--- src/rtl/eu_pkg.sv ---
// -----------------------------------------------------------------------------
// eu_pkg -- shared definitions for the pipelined execution unit.
//   ALUOp encodings, R-type funct codes, the 4-bit ALU control enum and the
//   decoder that maps (ALUOp, funct) onto an ALU operation.
// -----------------------------------------------------------------------------
package eu_pkg;

  localparam logic [1:0] ALUOP_ADD   = 2'b00;
  localparam logic [1:0] ALUOP_SUB   = 2'b01;
  localparam logic [1:0] ALUOP_FUNCT = 2'b10;
  localparam logic [1:0] ALUOP_SLT   = 2'b11;

  localparam logic [5:0] FUNCT_MULT = 6'h18;
  localparam logic [5:0] FUNCT_ADD  = 6'h20;
  localparam logic [5:0] FUNCT_SUB  = 6'h22;
  localparam logic [5:0] FUNCT_AND  = 6'h24;
  localparam logic [5:0] FUNCT_OR   = 6'h25;
  localparam logic [5:0] FUNCT_NOR  = 6'h27;
  localparam logic [5:0] FUNCT_SLT  = 6'h2A;

  typedef enum logic [3:0] {
    ALU_AND  = 4'b0000,
    ALU_OR   = 4'b0001,
    ALU_ADD  = 4'b0010,
    ALU_SUB  = 4'b0110,
    ALU_SLT  = 4'b0111,
    ALU_MUL  = 4'b1000,
    ALU_NOR  = 4'b1100,
    ALU_NONE = 4'b1111    // unknown funct: result forced to zero
  } alu_ctrl_e;

  function automatic alu_ctrl_e alu_decode(input logic [1:0] aluop,
                                           input logic [5:0] funct);
    case (aluop)
      ALUOP_ADD: return ALU_ADD;
      ALUOP_SUB: return ALU_SUB;
      ALUOP_SLT: return ALU_SLT;
      default: begin
        case (funct)
          FUNCT_ADD:  return ALU_ADD;
          FUNCT_SUB:  return ALU_SUB;
          FUNCT_AND:  return ALU_AND;
          FUNCT_OR:   return ALU_OR;
          FUNCT_NOR:  return ALU_NOR;
          FUNCT_SLT:  return ALU_SLT;
          FUNCT_MULT: return ALU_MUL;
          default:    return ALU_NONE;
        endcase
      end
    endcase
  endfunction

endpackage

--- src/rtl/eu_regfile.sv ---
// -----------------------------------------------------------------------------
// eu_regfile -- 2**NREG_LOG2 x DATA_W register file.
//   clk, reset      : clock, synchronous active-high reset (clears every entry)
//   ra_a_i/rd_a_o   : asynchronous read port A
//   ra_b_i/rd_b_o   : asynchronous read port B
//   we_i/wa_i/wd_i  : synchronous write port; writes to entry 0 are dropped
// -----------------------------------------------------------------------------
module eu_regfile #(
  parameter int DATA_W    = 32,
  parameter int NREG_LOG2 = 5
) (
  input  logic                 clk,
  input  logic                 reset,
  input  logic [NREG_LOG2-1:0] ra_a_i,
  output logic [DATA_W-1:0]    rd_a_o,
  input  logic [NREG_LOG2-1:0] ra_b_i,
  output logic [DATA_W-1:0]    rd_b_o,
  input  logic                 we_i,
  input  logic [NREG_LOG2-1:0] wa_i,
  input  logic [DATA_W-1:0]    wd_i
);

  localparam int NREG = 2 ** NREG_LOG2;

  logic [DATA_W-1:0] regs_q [NREG];

  // NOTE: the array is built from flops rather than a RAM macro precisely so
  // that every entry can be cleared by reset; a RAM could not be reset.
  // NOTE: state is updated with non-blocking assignments so every flop samples
  // values from before the edge, independent of statement order.
  always_ff @(posedge clk) begin
    if (reset) begin
      for (int i = 0; i < NREG; i++) regs_q[i] <= '0;
    end else if (we_i && (wa_i != '0)) begin
      regs_q[wa_i] <= wd_i;
    end
  end

  // Entry 0 is never written and reset to zero, so it always reads zero.
  assign rd_a_o = regs_q[ra_a_i];
  assign rd_b_o = regs_q[ra_b_i];

endmodule

--- src/rtl/cpu_eu_pipe.sv ---
// -----------------------------------------------------------------------------
// cpu_eu_pipe -- two-stage (EX, EX/WB) execution unit.
//   clk, reset           : clock, synchronous active-high reset
//   in_valid / in_ready  : instruction handshake (in_ready low only while busy)
//   RegDst, ALUSrc, RegWrite, MemtoReg, ALUOp, Instruction : decoded controls
//   SEImm                : sign-extended immediate of the presented instruction
//   RAM_Address, Data_to_Ram, Zero, out_valid : registered EX/WB stage outputs
//   Data_from_Ram        : RAM read data, used during the out_valid cycle
//   busy                 : iterative multiply in progress
// Optional feature: define CPU_EU_PIPE_MULT_EN to build the shift-add
// multiplier (funct 0x18); otherwise funct 0x18 yields 0 and busy is tied low.
// -----------------------------------------------------------------------------
module cpu_eu_pipe
  import eu_pkg::*;
#(
  parameter int DATA_W    = 32,
  parameter int NREG_LOG2 = 5
) (
  input  logic              clk,
  input  logic              reset,
  input  logic              in_valid,
  output logic              in_ready,
  input  logic              RegDst,
  input  logic              ALUSrc,
  input  logic              RegWrite,
  input  logic              MemtoReg,
  input  logic [1:0]        ALUOp,
  input  logic [25:0]       Instruction,
  output logic [DATA_W-1:0] SEImm,
  output logic [DATA_W-1:0] RAM_Address,
  output logic [DATA_W-1:0] Data_to_Ram,
  output logic              out_valid,
  input  logic [DATA_W-1:0] Data_from_Ram,
  output logic              Zero,
  output logic              busy
);

  logic [NREG_LOG2-1:0] rs_idx, rt_idx, rd_idx;
  logic [63:0]          imm_ext;
  assign rs_idx  = Instruction[21 +: NREG_LOG2];
  assign rt_idx  = Instruction[16 +: NREG_LOG2];
  assign rd_idx  = Instruction[11 +: NREG_LOG2];
  assign imm_ext = {{48{Instruction[15]}}, Instruction[15:0]};
  assign SEImm   = imm_ext[DATA_W-1:0];

  // EX/WB stage register
  logic                 wb_valid_q, wb_valid_d;
  logic [DATA_W-1:0]    wb_res_q, wb_res_d;
  logic [DATA_W-1:0]    wb_rt_q, wb_rt_d;
  logic                 wb_zero_q, wb_zero_d;
  logic                 wb_we_q, wb_we_d;
  logic                 wb_mem_q, wb_mem_d;
  logic [NREG_LOG2-1:0] wb_dst_q, wb_dst_d;

  logic [DATA_W-1:0] wb_wdata, rf_a, rf_b, rs_val, rt_val, alu_b, alu_res;
  logic              wb_fwd, accept;
  alu_ctrl_e         alu_ctrl;

  assign wb_wdata = wb_mem_q ? Data_from_Ram : wb_res_q;
  // Register 0 is never a forwarding source: its writes are discarded.
  assign wb_fwd   = wb_valid_q && wb_we_q && (wb_dst_q != '0);

  eu_regfile #(.DATA_W(DATA_W), .NREG_LOG2(NREG_LOG2)) u_regfile (
    .clk    (clk),
    .reset  (reset),
    .ra_a_i (rs_idx),
    .rd_a_o (rf_a),
    .ra_b_i (rt_idx),
    .rd_b_o (rf_b),
    .we_i   (wb_valid_q && wb_we_q),
    .wa_i   (wb_dst_q),
    .wd_i   (wb_wdata)
  );

  // The WB write lands at the same edge that accepts the next instruction,
  // so a matching read must see the in-flight write data instead.
  assign rs_val   = (wb_fwd && (wb_dst_q == rs_idx)) ? wb_wdata : rf_a;
  assign rt_val   = (wb_fwd && (wb_dst_q == rt_idx)) ? wb_wdata : rf_b;
  assign alu_b    = ALUSrc ? SEImm : rt_val;
  assign alu_ctrl = alu_decode(ALUOp, Instruction[5:0]);

  always_comb begin
    case (alu_ctrl)
      ALU_ADD: alu_res = rs_val + alu_b;
      ALU_SUB: alu_res = rs_val - alu_b;
      ALU_AND: alu_res = rs_val & alu_b;
      ALU_OR:  alu_res = rs_val | alu_b;
      ALU_NOR: alu_res = ~(rs_val | alu_b);
      ALU_SLT: alu_res = {{(DATA_W-1){1'b0}}, $signed(rs_val) < $signed(alu_b)};
      default: alu_res = '0;
    endcase
  end

  // Multiplier hand-off into the EX/WB stage
  logic                 is_mul, mul_done, mul_we;
  logic [DATA_W-1:0]    mul_res, mul_rt;
  logic [NREG_LOG2-1:0] mul_dst;

`ifdef CPU_EU_PIPE_MULT_EN
  localparam int CNT_W = $clog2(DATA_W);

  logic                 busy_q;
  logic [CNT_W-1:0]     cnt_q;
  logic [DATA_W-1:0]    mcand_q, mplier_q, acc_q, mrt_q, acc_step;
  logic [NREG_LOG2-1:0] mdst_q;
  logic                 mwe_q;

  assign acc_step = mplier_q[0] ? (acc_q + mcand_q) : acc_q;
  assign is_mul   = (alu_ctrl == ALU_MUL);
  // The final shift-add step is folded into the cycle that hands off the
  // product, giving exactly DATA_W busy cycles.
  assign mul_done = busy_q && (cnt_q == '0);
  assign mul_res  = acc_step;
  assign mul_rt   = mrt_q;
  assign mul_dst  = mdst_q;
  assign mul_we   = mwe_q;
  assign busy     = busy_q;

  always_ff @(posedge clk) begin
    if (reset) begin
      busy_q <= 1'b0;
      cnt_q  <= '0;
    end else if (accept && is_mul) begin
      busy_q <= 1'b1;
      cnt_q  <= CNT_W'(DATA_W - 1);
    end else if (busy_q) begin
      if (cnt_q == '0) busy_q <= 1'b0;
      else             cnt_q  <= cnt_q - 1'b1;
    end
  end

  // Operand/accumulator registers are qualified by busy_q and need no reset.
  always_ff @(posedge clk) begin
    if (accept && is_mul) begin
      mcand_q  <= rs_val;
      mplier_q <= alu_b;
      acc_q    <= '0;
      mrt_q    <= rt_val;
      mdst_q   <= rd_idx;
      mwe_q    <= RegWrite;
    end else if (busy_q) begin
      acc_q    <= acc_step;
      mcand_q  <= mcand_q << 1;
      mplier_q <= mplier_q >> 1;
    end
  end
`else
  assign is_mul   = 1'b0;
  assign mul_done = 1'b0;
  assign mul_res  = '0;
  assign mul_rt   = '0;
  assign mul_dst  = '0;
  assign mul_we   = 1'b0;
  assign busy     = 1'b0;
`endif

  assign in_ready = ~busy;
  assign accept   = in_valid && in_ready;

  // NOTE: every _d gets a default (bubble, hold outputs) before the branches
  // so no path leaves a variable unassigned and no latch is inferred.
  always_comb begin
    wb_valid_d = 1'b0;
    wb_res_d   = wb_res_q;
    wb_rt_d    = wb_rt_q;
    wb_zero_d  = wb_zero_q;
    wb_we_d    = wb_we_q;
    wb_mem_d   = wb_mem_q;
    wb_dst_d   = wb_dst_q;
    if (mul_done) begin
      wb_valid_d = 1'b1;
      wb_res_d   = mul_res;
      wb_rt_d    = mul_rt;
      wb_zero_d  = (mul_res == '0);
      wb_we_d    = mul_we;
      wb_mem_d   = 1'b0;
      wb_dst_d   = mul_dst;
    end else if (accept && !is_mul) begin
      wb_valid_d = 1'b1;
      wb_res_d   = alu_res;
      wb_rt_d    = rt_val;
      wb_zero_d  = (alu_res == '0);
      wb_we_d    = RegWrite;
      wb_mem_d   = MemtoReg;
      wb_dst_d   = RegDst ? rd_idx : rt_idx;
    end
  end

  always_ff @(posedge clk) begin
    if (reset) begin
      wb_valid_q <= 1'b0;
      wb_res_q   <= '0;
      wb_rt_q    <= '0;
      wb_zero_q  <= 1'b0;
      wb_we_q    <= 1'b0;
      wb_mem_q   <= 1'b0;
      wb_dst_q   <= '0;
    end else begin
      wb_valid_q <= wb_valid_d;
      wb_res_q   <= wb_res_d;
      wb_rt_q    <= wb_rt_d;
      wb_zero_q  <= wb_zero_d;
      wb_we_q    <= wb_we_d;
      wb_mem_q   <= wb_mem_d;
      wb_dst_q   <= wb_dst_d;
    end
  end

  assign out_valid   = wb_valid_q;
  assign RAM_Address = wb_res_q;
  assign Data_to_Ram = wb_rt_q;
  assign Zero        = wb_zero_q;

endmodule

--- config.mk ---
export PLATFORM = sky130hd
export DESIGN_NAME = cpu_eu_pipe
export DESIGN_NICKNAME = d
export VERILOG_FILES = /design/src/rtl/eu_pkg.sv /design/src/rtl/eu_regfile.sv /design/src/rtl/cpu_eu_pipe.sv
export SDC_FILE = /design/constraint.sdc
export NUM_CORES = 2
export LEC_CHECK = 0
export CAP_MARGIN = 20
export CORE_MARGIN = 3
export CORE_UTILIZATION = 25
export CTS_CLUSTER_SIZE = 20
export DETAILED_ROUTE_END_ITERATION = 10
export HOLD_SLACK_MARGIN = 0.1
export SYNTH_ARGS = -nofsm -noshare
export SYNTH_HDL_FRONTEND = slang
export SYNTH_SLANG_ARGS = --single-unit
--- constraint.sdc ---
create_clock -name clk -period 8.4 [get_ports clk]
set_input_delay 2.1 -clock clk [delete_from_list [all_inputs] [get_ports clk]]
set_output_delay 2.1 -clock clk [all_outputs]
set_load 0.01 [all_outputs]
==> key figures <==
Pwr
  • PwrDens: approximately 200 mW/mm^2
  • Highest ir drop seen on vdd: between 0.0002 and 0.00025 V
  • Pleak: 24.11 nW

Synthesis
  • EDFF count, synth: between 1000 and 1500
  • Synthesis Warnings: 0
  • Synth area leader: edfxtp_1
  • Register area share after synthesis: 0.5292
  • Syn Inst Count: 4459
  • Ys async rst share: 0
  • Distinct cell type count after synthesis: 88
  • Syn avg cell area: approximately 14 sq um
  • Commonest register cell after synthesis: edfxtp_1
  • Yosys reg bits: between 1000 and 1500
  • Yosys top cell area share: 0.5051
  • Most common cell in the netlist: nor2_1
  • Area contributors post-synth: edfxtp_1 (51%), mux4_2 (24%), nor2_1 (7.2%), dfxtp_1 (2.4%), mux2i_1 (2.3%)
  • Cell area after synthesis: between 0.06 and 0.07 sq mm
  • Synth top cells by count: nor2_1 (1167), edfxtp_1 (1024), mux4_2 (640)

GRT
  • First-pass GRT wire length: between 300000 and 400000 um
  • Vias in the first global route: between 40000 and 50000
  • Initial antenna violation count: 7
  • GRT Util Overall: 0.1661
  • Largest net degree at the start of global routing: just under 80
  • GRT Residual Overflow: 0

Timing
  • Endpoints failing hold: 0
  • Final Critical Period: about 7.4 ns
  • Unrepaired setup endpoints after global routing: no
  • Fin Setup TNS: 0 ns
  • Worst relative slew slack: 0.1990
  • Setup violators final: 0
  • Final Skew: about 0.037 ns
  • FMAX: approximately 130 MHz
  • Hold Slack: between 0.5 and 0.6 ns
  • Worst slew pin tran: roughly 1.2 ns
  • Final max-slew violation count: 0
  • Fin crit share: 0.8846

Run status
  • Status: finished clean

Route
  • Number of remaining DRC errors: 0
  • Vias: 41770
  • Post-Route WL: around 210000 um
  • Antenna viol nets, final: 0
  • Via-to-Cell Ratio: 5.370
  • Pre-Repair DR Iteration Count: 8
  • Initial drt markers: 5871
  • Routed length per instance: ~27 um

Floorplanning
  • Die width: ~500 um
  • Initial Util: 0.2521
  • # IOs: around 170
  • Die Y-Extent: approximately 500 um
  • Die area: 0.2494 sq mm
  • Number of cell rows: 180
  • Core outline area: 0.2414 sq mm

Critical path
  • Crit end category: register
  • Reg2Reg Depth: 18
  • R2R setup slack: around 1.8 ns
  • Worst R2R End: Zero
  • Worst EP required: 9.06 ns
  • Worst Setup Path Type: in2reg
  • Crit Path Max Fanout: 57
  • Type of origin of the critical path: input port
  • Worst path max stage delay: about 0.64 ns
  • Slowest CP cell: a2111oi_0
  • Worst-path cell chain: buf_8, buf_12, mux4_2, mux4_2, mux2_2, nor2_1, a21oi_1, mux2i_1, ha_1, inv_2, a2111oi_0, a21oi_1, o311ai_1, o31ai_2, xnor2_1, a221oi_2, nand4_1, nor4_1, and4_1, nand4_1, o31ai_2
  • Worst EP arrival: 8.09 ns
  • Worst R2R Start: wb_dst_q[4]

Clock tree
  • Clock-pin transition on the worst setup and hold timing paths: approximately 0.06 ns
  • CTS sink count: around 1100
  • Root Driver: clkbuf_16
  • CTS tree: yes
  • Worst skew pair latency: between 0.7 and 0.8 ns
  • Setup Fix Bufs, Post-CTS: 0
  • Resize count post-CTS: 0
  • Clk buf depth: 3
  • Hold Buf Count CTS: 0
  • CTS buffer count: about 120
  • H-tree levels: 3

Cells and area
  • Final cell utilization of the core: 0.2923
  • Share of layout cells above drive strength 1: 0.2528
  • # nets final: between 4000 and 5000
  • Area Growth Syn to Fin: 15.92%

Job
  • Max_cap viols: 0

Placement
  • IO buf count: ~160
  • Placer Congestion: 0.9357
  • DP HPWL: roughly 130000 um

Worst hold path
  • Worst Hold Launch: wb_we_q
  • HP Class: reg2reg
  • Min-Delay Endpoint: wb_we_q
  • Min-Delay Path Depth: 2
[report_power, final]
part           total, mW  leakage [nW]  switching, mW  internal (mW)
clock network       5.02          1.76           2.23           2.79
logic               2.73          11.2           1.66           1.08
registers           6.32          11.1          0.139           6.18
[critical path: cells and delay by family]
family                   cells  cell delay, ns
multiplexers                 4            1.60
AO/OA/AOI/OAI                7            1.98
adder cells (fa/ha/maj)      1            0.36
buffers and inverters        3            0.67
AND/OR/NAND/NOR              5            1.09
XOR/XNOR                     1            0.16
[cell type report]
type / instances / area, sq um
clock buffer: 151 / 3119
fill: 24090 / 170900
inverter: 92 / 345.3
timing repair buffer: 353 / 3287
sequential: 1097 / 32210
clock inverter: 68 / 508.0
multi-input combinational: 2831 / 27100
antenna: 2 / 5.005
tap: 3185 / 3985
[state kept, by name (all words and copies together), names as in the netlist]
signal / flops
wb_mem_q: 1
RAM_Address: 32
Data_to_Ram: 32
Zero: 1
wb_we_q: 1
u_regfile.regs_q: 1024
wb_dst_q: 5
out_valid: 1
[worst max-delay path by stage]
stage	end	from	depth (start not counted)	slack [ns]
after detailed placement	Zero	Instruction[16]	24	0.27
after global placement	Zero	Instruction[16]	22	0.14
after global routing	Zero	Instruction[16]	22	0.55
after CTS	Zero	Instruction[16]	23	1.07
after floorplan	Zero	Instruction[16]	24	0.76
final	Zero	Instruction[17]	21	0.97
[logic make-up after synthesis]
family,count (synthesis),share of synthesized area
simple gates,1480,0.09938
flops,1097,0.5292
mux,813,0.2660
buf+inv,563,0.03727
compound gates,365,0.04156
fa+ha+maj,101,0.02101
xor+xnor,38,0.005468
other cells,2,0.0001234
[per-stage QoR]
step | cell area, sq um | setup slack (ns) | instances | total power [mW]
global route | 70560 | 0.5522 | 7778 | 14.52
CTS | 70560 | 1.067 | 7777 | 14.08
detailed placement | 66930 | 0.2734 | 7558 | 9.111
floorplan | 60990 | 0.7598 | 4491 | 8.069
global placement | 66930 | 0.1354 | 7558 | 9.096
finish | 70560 | 0.9694 | 7779 | 14.07
[layer usage]
layer,up-vias,part of all wire,track usage
met2,2817,0.47,0.2684
met5,-,0.000061,0
met4,2,0.036,0.05913
li1,16940,-,-
met1,21560,0.37,0.2191
met3,451,0.12,0.03673
[cells in the final DEF (no fill, tap or decap), types with 91 or more instances in the layout]
master | Yosys | layout
nor2_1 | 1167 | 1166
edfxtp_1 | 1024 | 1024
mux4_2 | 640 | 640
buf_4 | 35 | 174
clkdlybuf4s50_1 | 0 | 151
clkbuf_16 | 0 | 120
mux2i_1 | 137 | 105
nand2_1 | 134 | 104
ha_1 | 99 | 99
a21oi_1 | 96 | 96
inv_1 | 91 | 91
Note: power is estimated with default switching activity, not from simulation.
